==> config.mk <==
export PLATFORM = sky130hd
export DESIGN_NAME = mult_share_arb_flat
export DESIGN_NICKNAME = d
export VERILOG_FILES = /design/src/rtl/npu_mult_pkg.sv /design/src/rtl/mult_share_arb_if.sv /design/src/rtl/booth_mult_8b.sv /design/src/rtl/mult_share_arb.sv /design/src/flat_wrapper.sv
export SDC_FILE = /design/constraint.sdc
export NUM_CORES = 1
export LEC_CHECK = 0
export ABC_AREA = 0
export CAP_MARGIN = 25
export CORE_ASPECT_RATIO = 1.1
export CORE_UTILIZATION = 53
export CTS_BUF_LIST = sky130_fd_sc_hd__clkbuf_2 sky130_fd_sc_hd__clkbuf_4 sky130_fd_sc_hd__clkbuf_8
export DETAILED_ROUTE_END_ITERATION = 8
export PLACE_DENSITY = 0.88
export SLEW_MARGIN = 10
export SYNTH_ARGS = -nofsm -noshare
export SYNTH_HDL_FRONTEND = slang
export SYNTH_HIERARCHICAL = 1
export SYNTH_SLANG_ARGS = --single-unit
==> constraint.sdc <==
create_clock -name clk -period 8.8 [get_ports clk]
set_clock_uncertainty 0.05 [all_clocks]
set_input_delay 1.32 -clock clk [delete_from_list [all_inputs] [get_ports clk]]
set_output_delay 1.32 -clock clk [all_outputs]
set_load 0.1 [all_outputs]
==> src/rtl/npu_mult_pkg.sv <==
// Shared NPU multiplier types.
//   OP_W / PROD_W : operand and product widths of the shared multiplier
//   op_t / prod_t : signed operand and product types
package npu_mult_pkg;
  localparam int OP_W   = 8;
  localparam int PROD_W = 16;

  typedef logic signed [OP_W-1:0]   op_t;
  typedef logic signed [PROD_W-1:0] prod_t;
endpackage

==> src/rtl/mult_share_arb_if.sv <==
// Requester/response bus of the shared-multiplier arbiter.
//   req_valid/req_ready : per-requester operand handshake (NREQ bits each)
//   req_m/req_q         : packed signed operands, requester i at [8i+7:8i]
//   rsp_valid/rsp_ready : product handshake
//   rsp_id/rsp_prod     : requester index and signed product
//   modport slave  : the arbiter side
//   modport master : the requester/consumer side
//
// Handshake rule, both channels: a transfer happens on a rising edge where
// valid and ready are both high. A producer holding valid must keep its data
// stable until the transfer; valid must never depend on ready. ready may
// depend combinationally on valid.
interface mult_share_arb_if
  import npu_mult_pkg::*;
#(
  parameter int NREQ = 4
);
  localparam int ID_W = $clog2(NREQ);

  logic [NREQ-1:0]      req_valid;
  logic [NREQ-1:0]      req_ready;
  logic [NREQ*OP_W-1:0] req_m;
  logic [NREQ*OP_W-1:0] req_q;
  logic                 rsp_valid;
  logic                 rsp_ready;
  logic [ID_W-1:0]      rsp_id;
  prod_t                rsp_prod;

  modport slave (
    input  req_valid, req_m, req_q, rsp_ready,
    output req_ready, rsp_valid, rsp_id, rsp_prod
  );

  modport master (
    output req_valid, req_m, req_q, rsp_ready,
    input  req_ready, rsp_valid, rsp_id, rsp_prod
  );
endinterface

==> src/rtl/booth_mult_8b.sv <==
// Combinational radix-4 Booth 8x8 signed multiplier.
//   m : signed multiplicand
//   q : signed multiplier
//   p : exact signed 16-bit product m*q
module booth_mult_8b
  import npu_mult_pkg::*;
(
  input  op_t   m,
  input  op_t   q,
  output prod_t p
);
  logic [PROD_W-1:0] mx;
  logic [PROD_W-1:0] pp;
  logic [PROD_W-1:0] acc;
  logic [OP_W:0]     qx;

  // Four Booth digits, each in {-2,-1,0,1,2}, from overlapping 3-bit windows
  // of {q, 0}. Summing modulo 2^16 is exact because |m*q| <= 2^14.
  always_comb begin
    mx  = {{(PROD_W-OP_W){m[OP_W-1]}}, m};
    qx  = {q, 1'b0};
    acc = '0;
    pp  = '0;
    for (int k = 0; k < OP_W / 2; k++) begin
      case (qx[2*k +: 3])
        3'b001, 3'b010: pp = mx;
        3'b011:         pp = mx << 1;
        3'b100:         pp = -(mx << 1);
        3'b101, 3'b110: pp = -mx;
        default:        pp = '0;
      endcase
      acc = acc + (pp << (2 * k));
    end
    p = prod_t'(acc);
  end
endmodule

==> src/rtl/mult_share_arb.sv <==
// Round-robin arbiter that time-shares one Booth multiplier among NREQ
// requesters and registers the product into a single-entry output stage.
//   clk, rst : clock, synchronous active-high reset
//   bus      : requester operand handshakes and product response
//   ops_cnt  : completed response handshakes, wraps at 2^CNT_W
//   dbg_ptr  : current round-robin search start
module mult_share_arb
  import npu_mult_pkg::*;
#(
  parameter  int NREQ  = 4,
  parameter  int CNT_W = 16,
  localparam int ID_W  = $clog2(NREQ)
) (
  input  logic                 clk,
  input  logic                 rst,
  mult_share_arb_if.slave      bus,
  output logic [CNT_W-1:0]     ops_cnt,
  output logic [ID_W-1:0]      dbg_ptr
);
  logic [ID_W-1:0] ptr;
  logic            rsp_valid_q;
  logic [ID_W-1:0] rsp_id_q;
  prod_t           rsp_prod_q;

  logic            can_load;
  logic            gnt_found;
  logic [ID_W-1:0] gnt_idx;
  op_t             m_arr [NREQ];
  op_t             q_arr [NREQ];
  op_t             m_sel;
  op_t             q_sel;
  prod_t           prod;

  // (base + off) mod NREQ for base < NREQ and off < NREQ.
  function automatic logic [ID_W-1:0] rr_idx(input logic [ID_W-1:0] base,
                                             input int off);
    int s;
    s = int'(base) + off;
    if (s >= NREQ) s = s - NREQ;
    return s[ID_W-1:0];
  endfunction

  for (genvar i = 0; i < NREQ; i++) begin : g_unpack
    assign m_arr[i] = bus.req_m[OP_W*i +: OP_W];
    assign q_arr[i] = bus.req_q[OP_W*i +: OP_W];
  end

  assign can_load = !rsp_valid_q || bus.rsp_ready;

  // First valid requester at or after ptr. Nothing is granted while the
  // output stage is stalled or during reset, so a requester that drops
  // valid in the meantime is simply skipped.
  always_comb begin
    gnt_found     = 1'b0;
    gnt_idx       = '0;
    bus.req_ready = '0;
    if (can_load && !rst) begin
      for (int off = 0; off < NREQ; off++) begin
        if (!gnt_found && bus.req_valid[rr_idx(ptr, off)]) begin
          gnt_found = 1'b1;
          gnt_idx   = rr_idx(ptr, off);
        end
      end
    end
    if (gnt_found) bus.req_ready[gnt_idx] = 1'b1;
  end

  assign m_sel = m_arr[gnt_idx];
  assign q_sel = q_arr[gnt_idx];

  booth_mult_8b u_mult (
    .m (m_sel),
    .q (q_sel),
    .p (prod)
  );

  always_ff @(posedge clk) begin
    if (rst) begin
      ptr         <= '0;
      rsp_valid_q <= 1'b0;
      rsp_id_q    <= '0;
      rsp_prod_q  <= '0;
      ops_cnt     <= '0;
    end else begin
      if (rsp_valid_q && bus.rsp_ready) ops_cnt <= ops_cnt + 1'b1;
      if (gnt_found) begin
        rsp_valid_q <= 1'b1;
        rsp_id_q    <= gnt_idx;
        rsp_prod_q  <= prod;
        ptr         <= rr_idx(gnt_idx, 1);
      end else if (bus.rsp_ready) begin
        rsp_valid_q <= 1'b0;
      end
    end
  end

  assign bus.rsp_valid = rsp_valid_q;
  assign bus.rsp_id    = rsp_id_q;
  assign bus.rsp_prod  = rsp_prod_q;
  assign dbg_ptr       = ptr;
endmodule

==> src/flat_wrapper.sv <==
// flat-port wrapper written by rule: the top's interface ports become plain ports
module mult_share_arb_flat import npu_mult_pkg::*;
#(
  parameter  int NREQ  = 4,
  parameter  int CNT_W = 16,
  localparam int ID_W  = $clog2(NREQ)
)
  (clk, rst, ops_cnt, dbg_ptr, bus_req_valid, bus_req_m, bus_req_q, bus_rsp_ready, bus_req_ready, bus_rsp_valid, bus_rsp_id, bus_rsp_prod);
  mult_share_arb_if #(.NREQ(NREQ)) bus_i ();
  input  logic clk;
  input  logic rst;
  output logic [CNT_W-1:0] ops_cnt;
  output logic [ID_W-1:0] dbg_ptr;
  input wire logic [$bits(bus_i.req_valid)-1:0] bus_req_valid;
  input wire logic [$bits(bus_i.req_m)-1:0] bus_req_m;
  input wire logic [$bits(bus_i.req_q)-1:0] bus_req_q;
  input wire logic [$bits(bus_i.rsp_ready)-1:0] bus_rsp_ready;
  output wire logic [$bits(bus_i.req_ready)-1:0] bus_req_ready;
  output wire logic [$bits(bus_i.rsp_valid)-1:0] bus_rsp_valid;
  output wire logic [$bits(bus_i.rsp_id)-1:0] bus_rsp_id;
  output wire logic [$bits(bus_i.rsp_prod)-1:0] bus_rsp_prod;
  assign bus_i.req_valid = bus_req_valid;
  assign bus_i.req_m = bus_req_m;
  assign bus_i.req_q = bus_req_q;
  assign bus_i.rsp_ready = bus_rsp_ready;
  assign bus_req_ready = bus_i.req_ready;
  assign bus_rsp_valid = bus_i.rsp_valid;
  assign bus_rsp_id = bus_i.rsp_id;
  assign bus_rsp_prod = bus_i.rsp_prod;
  mult_share_arb #(.NREQ(NREQ), .CNT_W(CNT_W)) u_core (.clk(clk), .rst(rst), .bus(bus_i), .ops_cnt(ops_cnt), .dbg_ptr(dbg_ptr));
endmodule
# Word level (Yosys, flattened, before mapping)
# Index checks and enable logic that the tools add are counted.
dict set report word_totals {
  reg_bits 37
  inputBits 71
  output_inout_bits 41
  word_cells 118
}
dict set report classes {
  addsub 15
  n_lt_le_gt_ge 12
  n_eq_ne 21
  muxes 45
  bitwise_logic 1
  reduce_logical 19
}
# cell count
set ops {}
lappend ops {{14-bit case mux with 4 select lines} 1}
lappend ops {{16-bit adder} 3}
lappend ops {{12-bit case mux with 4 select lines} 1}
lappend ops {{16-bit case mux with 3 select lines} 1}
lappend ops {{10-bit case mux with 4 select lines} 1}
lappend ops {{8-bit binary-select mux with 2-bit select} 2}
lappend ops {{8-bit 2-to-1 mux} 4}
lappend ops {{16-bit negation} 2}
lappend ops {{2-bit 2-to-1 mux} 14}
lappend ops {{3-bit equality test (second input constant)} 9}
lappend ops {{3-bit by 2-bit equality test with 1-bit output (second input constant)} 6}
lappend ops {{16-bit by 1-bit adder with 16-bit output (second input constant)} 1}
lappend ops {{3-bit >= comparator (second input constant)} 5}
lappend ops {{2-bit by 3-bit < comparator with 1-bit output (second input constant)} 5}
lappend ops {{1-bit 2-to-1 mux} 15}
lappend ops {{2-bit OR reduction} 6}
lappend ops {{2-bit by 1-bit subtractor with 2-bit output (second input constant)} 5}
lappend ops {{3-bit by 1-bit equality test with 1-bit output (second input constant)} 3}
lappend ops {{1-bit binary-select mux with 2-bit select} 4}
lappend ops {{2-bit by 1-bit adder with 3-bit output (second input constant)} 2}
lappend ops {{2-bit by 2-bit adder with 3-bit output (second input constant)} 2}
lappend ops {{1-bit logical AND} 6}
lappend ops {{1-bit zero test} 5}
lappend ops {{2-bit equality test (second input constant)} 2}
lappend ops {{other kinds (8)} 8}

# Depth between registers and ports, before layout
dict set report depth {
  depth_word 30
  ltp_mapped 32
  ltp_nobuf 28
}

# Cells and area by module
# Netlist, hierarchy kept.
# module n_inst cells_each area_each_um2
set modules_own_cells {}
lappend modules_own_cells {booth_mult_8b 1 403 2806.4}
lappend modules_own_cells {mult_share_arb 1 250 2202.1}

# Least setup slack after synthesis
# No wires, ideal clock.
dict set report synth_timing {
  path_type {in2reg}
  from {in bus_req_valid[0]}
  to {reg u_core.rsp_prod_q[15] (netlist: u_core/bus.rsp_prod[15])}
  setup_ps 128
  arrival_time_ps 7394
  setup_slack_ps 1228
  cell_stages 28
  path_cell_list {nor4_2 > nor3_2 > o221ai_1 > buf_6 > buf_6 > mux2i_1 > mux2i_1 > inv_1 > ha_1 > or3b_2 > clkbuf_1 > or3_1 > xor2_1 > nand2_1 > o21ai_0 > nand2_1 > o21ai_0 > fa_1 > fa_1 > ha_1 > nor2b_1 > o31a_1 > o41ai_1 > o21ai_0 > a31oi_1 > xnor3_1 > nand2_1 > o21ai_1}
}
dict set report synth_via {
  word_cells_on_any_way 70
  cone_classes {5 x add/sub; 21 x eq/ne; 31 x mux; 1 x bitwise; 12 x reduce/logical}
}
# element line
set synth_rtl {}
lappend synth_rtl {{from (decl)} flat_wrapper.sv:14} ;# input wire logic [$bits(bus_i.req_valid)-1:0] bus_req_valid;
lappend synth_rtl {{1-bit binary-select mux with 2-bit select} mult_share_arb.sv:59} ;# if (!gnt_found && bus.req_valid[rr_idx(ptr, off)]) begin
lappend synth_rtl {{1-bit 2-to-1 mux (not written as such)} mult_share_arb.sv:59}
lappend synth_rtl {{1-bit 2-to-1 mux} mult_share_arb.sv:59}
lappend synth_rtl {{1-bit 2-to-1 mux} mult_share_arb.sv:57} ;# if (can_load && !rst) begin
lappend synth_rtl {{1-bit zero test} mult_share_arb.sv:59}
lappend synth_rtl {{1-bit logical AND} mult_share_arb.sv:59}
lappend synth_rtl {{1-bit 2-to-1 mux} mult_share_arb.sv:59}
lappend synth_rtl {{1-bit 2-to-1 mux} mult_share_arb.sv:57}
lappend synth_rtl {{(+9 left out)} --}
lappend synth_rtl {{8-bit binary-select mux with 2-bit select *} mult_share_arb.sv:68} ;# assign m_sel = m_arr[gnt_idx];
lappend synth_rtl {{8-bit 2-to-1 mux (not written as such) * (2 in series)} mult_share_arb.sv:68}
lappend synth_rtl {{net u_core.m_sel[0]} mult_share_arb.sv:30} ;# op_t m_sel;
lappend synth_rtl {{16-bit negation (on tied branches)} {booth_mult_8b.sv:29, booth_mult_8b.sv:28}}
lappend synth_rtl {{14-bit case mux with 4 select lines or 16-bit case mux with 3 select lines (tied branches)} booth_mult_8b.sv:25} ;# case (qx[2*k +: 3])
lappend synth_rtl {{16-bit adder (2 in series)} booth_mult_8b.sv:32} ;# acc = acc + (pp << (2 * k));
lappend synth_rtl {{16-bit adder *} booth_mult_8b.sv:32}
lappend synth_rtl {{net u_core.prod[15]} mult_share_arb.sv:32} ;# prod_t prod;
lappend synth_rtl {{to (signal assigned)} mult_share_arb.sv:89} ;# rsp_prod_q <= prod;
lappend synth_rtl {{to (decl)} mult_share_arb.sv:23} ;# prod_t rsp_prod_q;
# Mark *: on every way through the listed nets, which the timed path passes. The rest lies on a longest branch. The select of a mux whose other input is x is not followed.
# A chain may end at the register's enable or synchronous reset.

# Worst setup path in the final report
dict set report layout_timing {
  from {in bus_req_valid[3]}
  to {reg u_core.rsp_prod_q[15] (netlist: u_core/bus.rsp_prod[15])}
}
# Same word-level chain as after synthesis.

==> metrics.txt <==
RR Endpoint u_core/bus.rsp_prod[15]; worst skew pair latency 0.29 ns; CP bufs+invs 3; CP Depth 26; largest net degree at the start of global routing 42; Power Density 303 nW/µm²; fin cells approximately 870; initial antenna violation count 0; WL final 14100 µm; min-delay worst type flip-flop to flip-flop; Sink Count 37; cell row count 36; TritonCTS clock tree built; Initial Utilization 55.6%; Leak 0.00275 µW; layout cell share with drive strength beyond 1 8.21%; core area 9010 µm²; critical path class primary input to flip-flop; vias in the first global route 5104; setup_tns 0 ns; CTS Hold Bufs 0; Tmin final 8.21 ns; asr flop ratio synth 0%; crit share post-route 93.3%; Yosys top cell by area dfxtp_1; status finished clean; first-pass GRT wire length 23700 µm; CP max-delay cell clkdlybuf4s50_1; Netlist cell types 63; Max-Cap Viols 0; drt initial violations 334; count leader, synth nand2_1; CP delay by family, top compound AO/OA/AOI/OAI gates; fmax 122 MHz; clock tree root buffer cell clkbuf_8; area grow syn2layout 27.3%; NumNets Final 869; Worst Setup Start Kind primary input; register bit count reported by yosys 37; CTS buffer count 5; die area 9840 µm²; Avg Vias per Cell 5.84; number of hold violations in the final report 0; hpwl dp 11400 µm; GRT Residual Overflow 0; Slew headroom about a third; R2R Setup Slk between 1.5 and 2 ns; WP data required 8.92 ns; buffers added on ports 111; Vias 5079; top-area cell type share of the netlist area 14.8%; Synthesis Warnings 6; die extent in x 94.7 µm; post-route ant nets 0; detailed-router iteration count before antenna repair 6; Placer Congestion 0.991; DRC violations left 0; Most used DFF post-synth dfxtp_1; Mapped Cells approximately 650; worst slew pin tran 1.01 ns; commonest cells in the netlist nand2_1 (67), mux2i_1 (60), nor2_1 (54), inv_1 (52), o21ai_0 (41); CTS Buffer Depth 2; Worst Setup SP bus_req_valid[3]; Max IR drop VDD 0.000190 V; crit path capture u_core/bus.rsp_prod[15]; number of flops mapped to enable cells by yosys 0; crit end category flip-flop; DIE HEIGHT 104 µm; IO Count 112; syn avg cell area 7.67 µm²; top post-synthesis cells by area dfxtp_1 (15%), mux2i_1 (12%), fa_1 (8.4%), ha_1 (5.7%), nand2_1 (5.0%); H-tree levels 2; wire per inst 16.2 µm; crit path max fanout 12; Worst EP arrival 8.32 ns; post-synthesis sequential area ratio 14.8%; max incr delay on CP roughly 0.65 ns; clock slew at reported path FFs 0.07 ns; GR Util All Layers 29.8%; reg2reg start u_core/dbg_ptr[0]; Antenna diodes 0; Final setup viols 0; Placed Cells incl. Taps 861; post-synth net total 768; Worst R2R Path Depth 25; Post-Synthesis Cell Area 5010 µm²; RSZ-0062 raised after global routing no; max-slew violation count 0
## layer usage
metal | part of all wire (%) | vias to the layer above | wire length [µm] | track usage (%)
met5 | 0 | - | 0 | 0
met4 | 2.8 | 0 | 393 | 11.4
met3 | 5.4 | 32 | 764 | 3.07
met2 | 51 | 215 | 7220 | 52.9
met1 | 41 | 2373 | 5720 | 36.1
li1 | - | 2459 | - | -
## per-stage QoR
stage	cell area, µm²	setup WS, ns	total power, µW	util [%]	hold WS, ns
after floorplan	5010	1.23	1430	-	0.862
after global placement	6250	0.451	1700	69.4	0.401
after detailed placement	6250	0.165	1760	69.4	0.410
after CTS	6370	0.453	1910	70.7	0.421
after global routing	6380	0.174	2110	70.8	0.442
final	6380	0.593	1930	70.8	0.419
## sequential cells by signal, summed over array words and instances, names as in the netlist
signal	cells
u_core/ops_cnt	16
u_core/bus.rsp_prod	16
u_core/bus.rsp_id	2
u_core/dbg_ptr	2
u_core/bus.rsp_valid	1
## logic make-up after synthesis
logic type | Yosys count | synth area share [%]
AO/OA/AOI/OAI | 159 | 19.8
multiplexers | 67 | 14.5
flip-flops | 37 | 14.8
adder cells (fa/ha/maj) | 44 | 14.1
buffers and inverters | 102 | 9.62
AND/OR/NAND/NOR | 204 | 20.0
XOR/XNOR | 40 | 7.27
## what timing repair did
item	CTS	global route
gates resized for setup	0	1
endpoints found under the setup margin	0	1
buffers inserted	0	0
## worst reg2reg max path, stage by stage, from the launching register on
cell and delay, ns:
dfxtp_1 0.44, inv_1 0.11, a221oi_1 0.42, o221ai_4 0.33, mux2i_1 0.25, mux2i_1 0.11
inv_1 0.14, ha_1 0.29, or3b_2 0.54, or3_1 0.39, xor2_1 0.47, nand2_1 0.10
o21ai_0 0.08, nand2_1 0.06, o21ai_0 0.13, fa_1 0.46, fa_1 0.50, ha_1 0.35
nor2b_1 0.16, o31a_1 0.27, o41ai_2 0.35, o21ai_0 0.16, a31oi_1 0.21, xnor3_1 0.40
nand2_1 0.07, o21ai_1 0.07
## how the worst min path moves through the flow
stage | from | to | slack, ns | cells after the start
global placement | u_core/bus.rsp_prod[0] | u_core/bus.rsp_prod[0] | 0.40 | 2
finish | u_core/bus.rsp_prod[8] | u_core/bus.rsp_prod[8] | 0.42 | 2
CTS | u_core/bus.rsp_prod[8] | u_core/bus.rsp_prod[8] | 0.42 | 2
detailed placement | u_core/bus.rsp_prod[8] | u_core/bus.rsp_prod[8] | 0.41 | 2
global route | u_core/bus.rsp_prod[4] | u_core/bus.rsp_prod[4] | 0.44 | 2
floorplan | u_core/bus.rsp_prod[0] | u_core/bus.rsp_prod[0] | 0.86 | 2
## layout by cell type, fill, tap and decap left out, drive strengths merged, types with 4 or more instances in the layout
cell type and n:
a21o 4, nor2b 7, buf 29, and2 9
xnor2 27, a21oi 37, ha 23, o22ai 4
a22oi 7, a31oi 8, o31ai 4, mux4 4
inv 55, nor4 4, or3 6, a221oi 11
mux2i 60, nor2 54, nand2b 24, o21ai 59
nor3 9, clkbuf 6, xor2 12, fa 21
nand3 10, nand2 67, dfxtp 37, clkdlybuf4s50 111
nand4 5
## report_power, final
part	internal (µW)	switching, µW	total, µW
Combinational	627	935	1560
Clock	88.2	61.9	150
Sequential	203	18.5	221
Total	918	1020	1930
## layout make-up
class | instances | area, µm²
flip-flops and latches | 37 | 741
inverters | 56 | 213
clock buffers | 6 | 76.3
fillers | 730 | 2630
well taps | 114 | 143
multi-input cells | 514 | 3840
repair buffers | 140 | 1330
clock inverters | 2 | 38.8
Power figures use the tool's default switching activity.
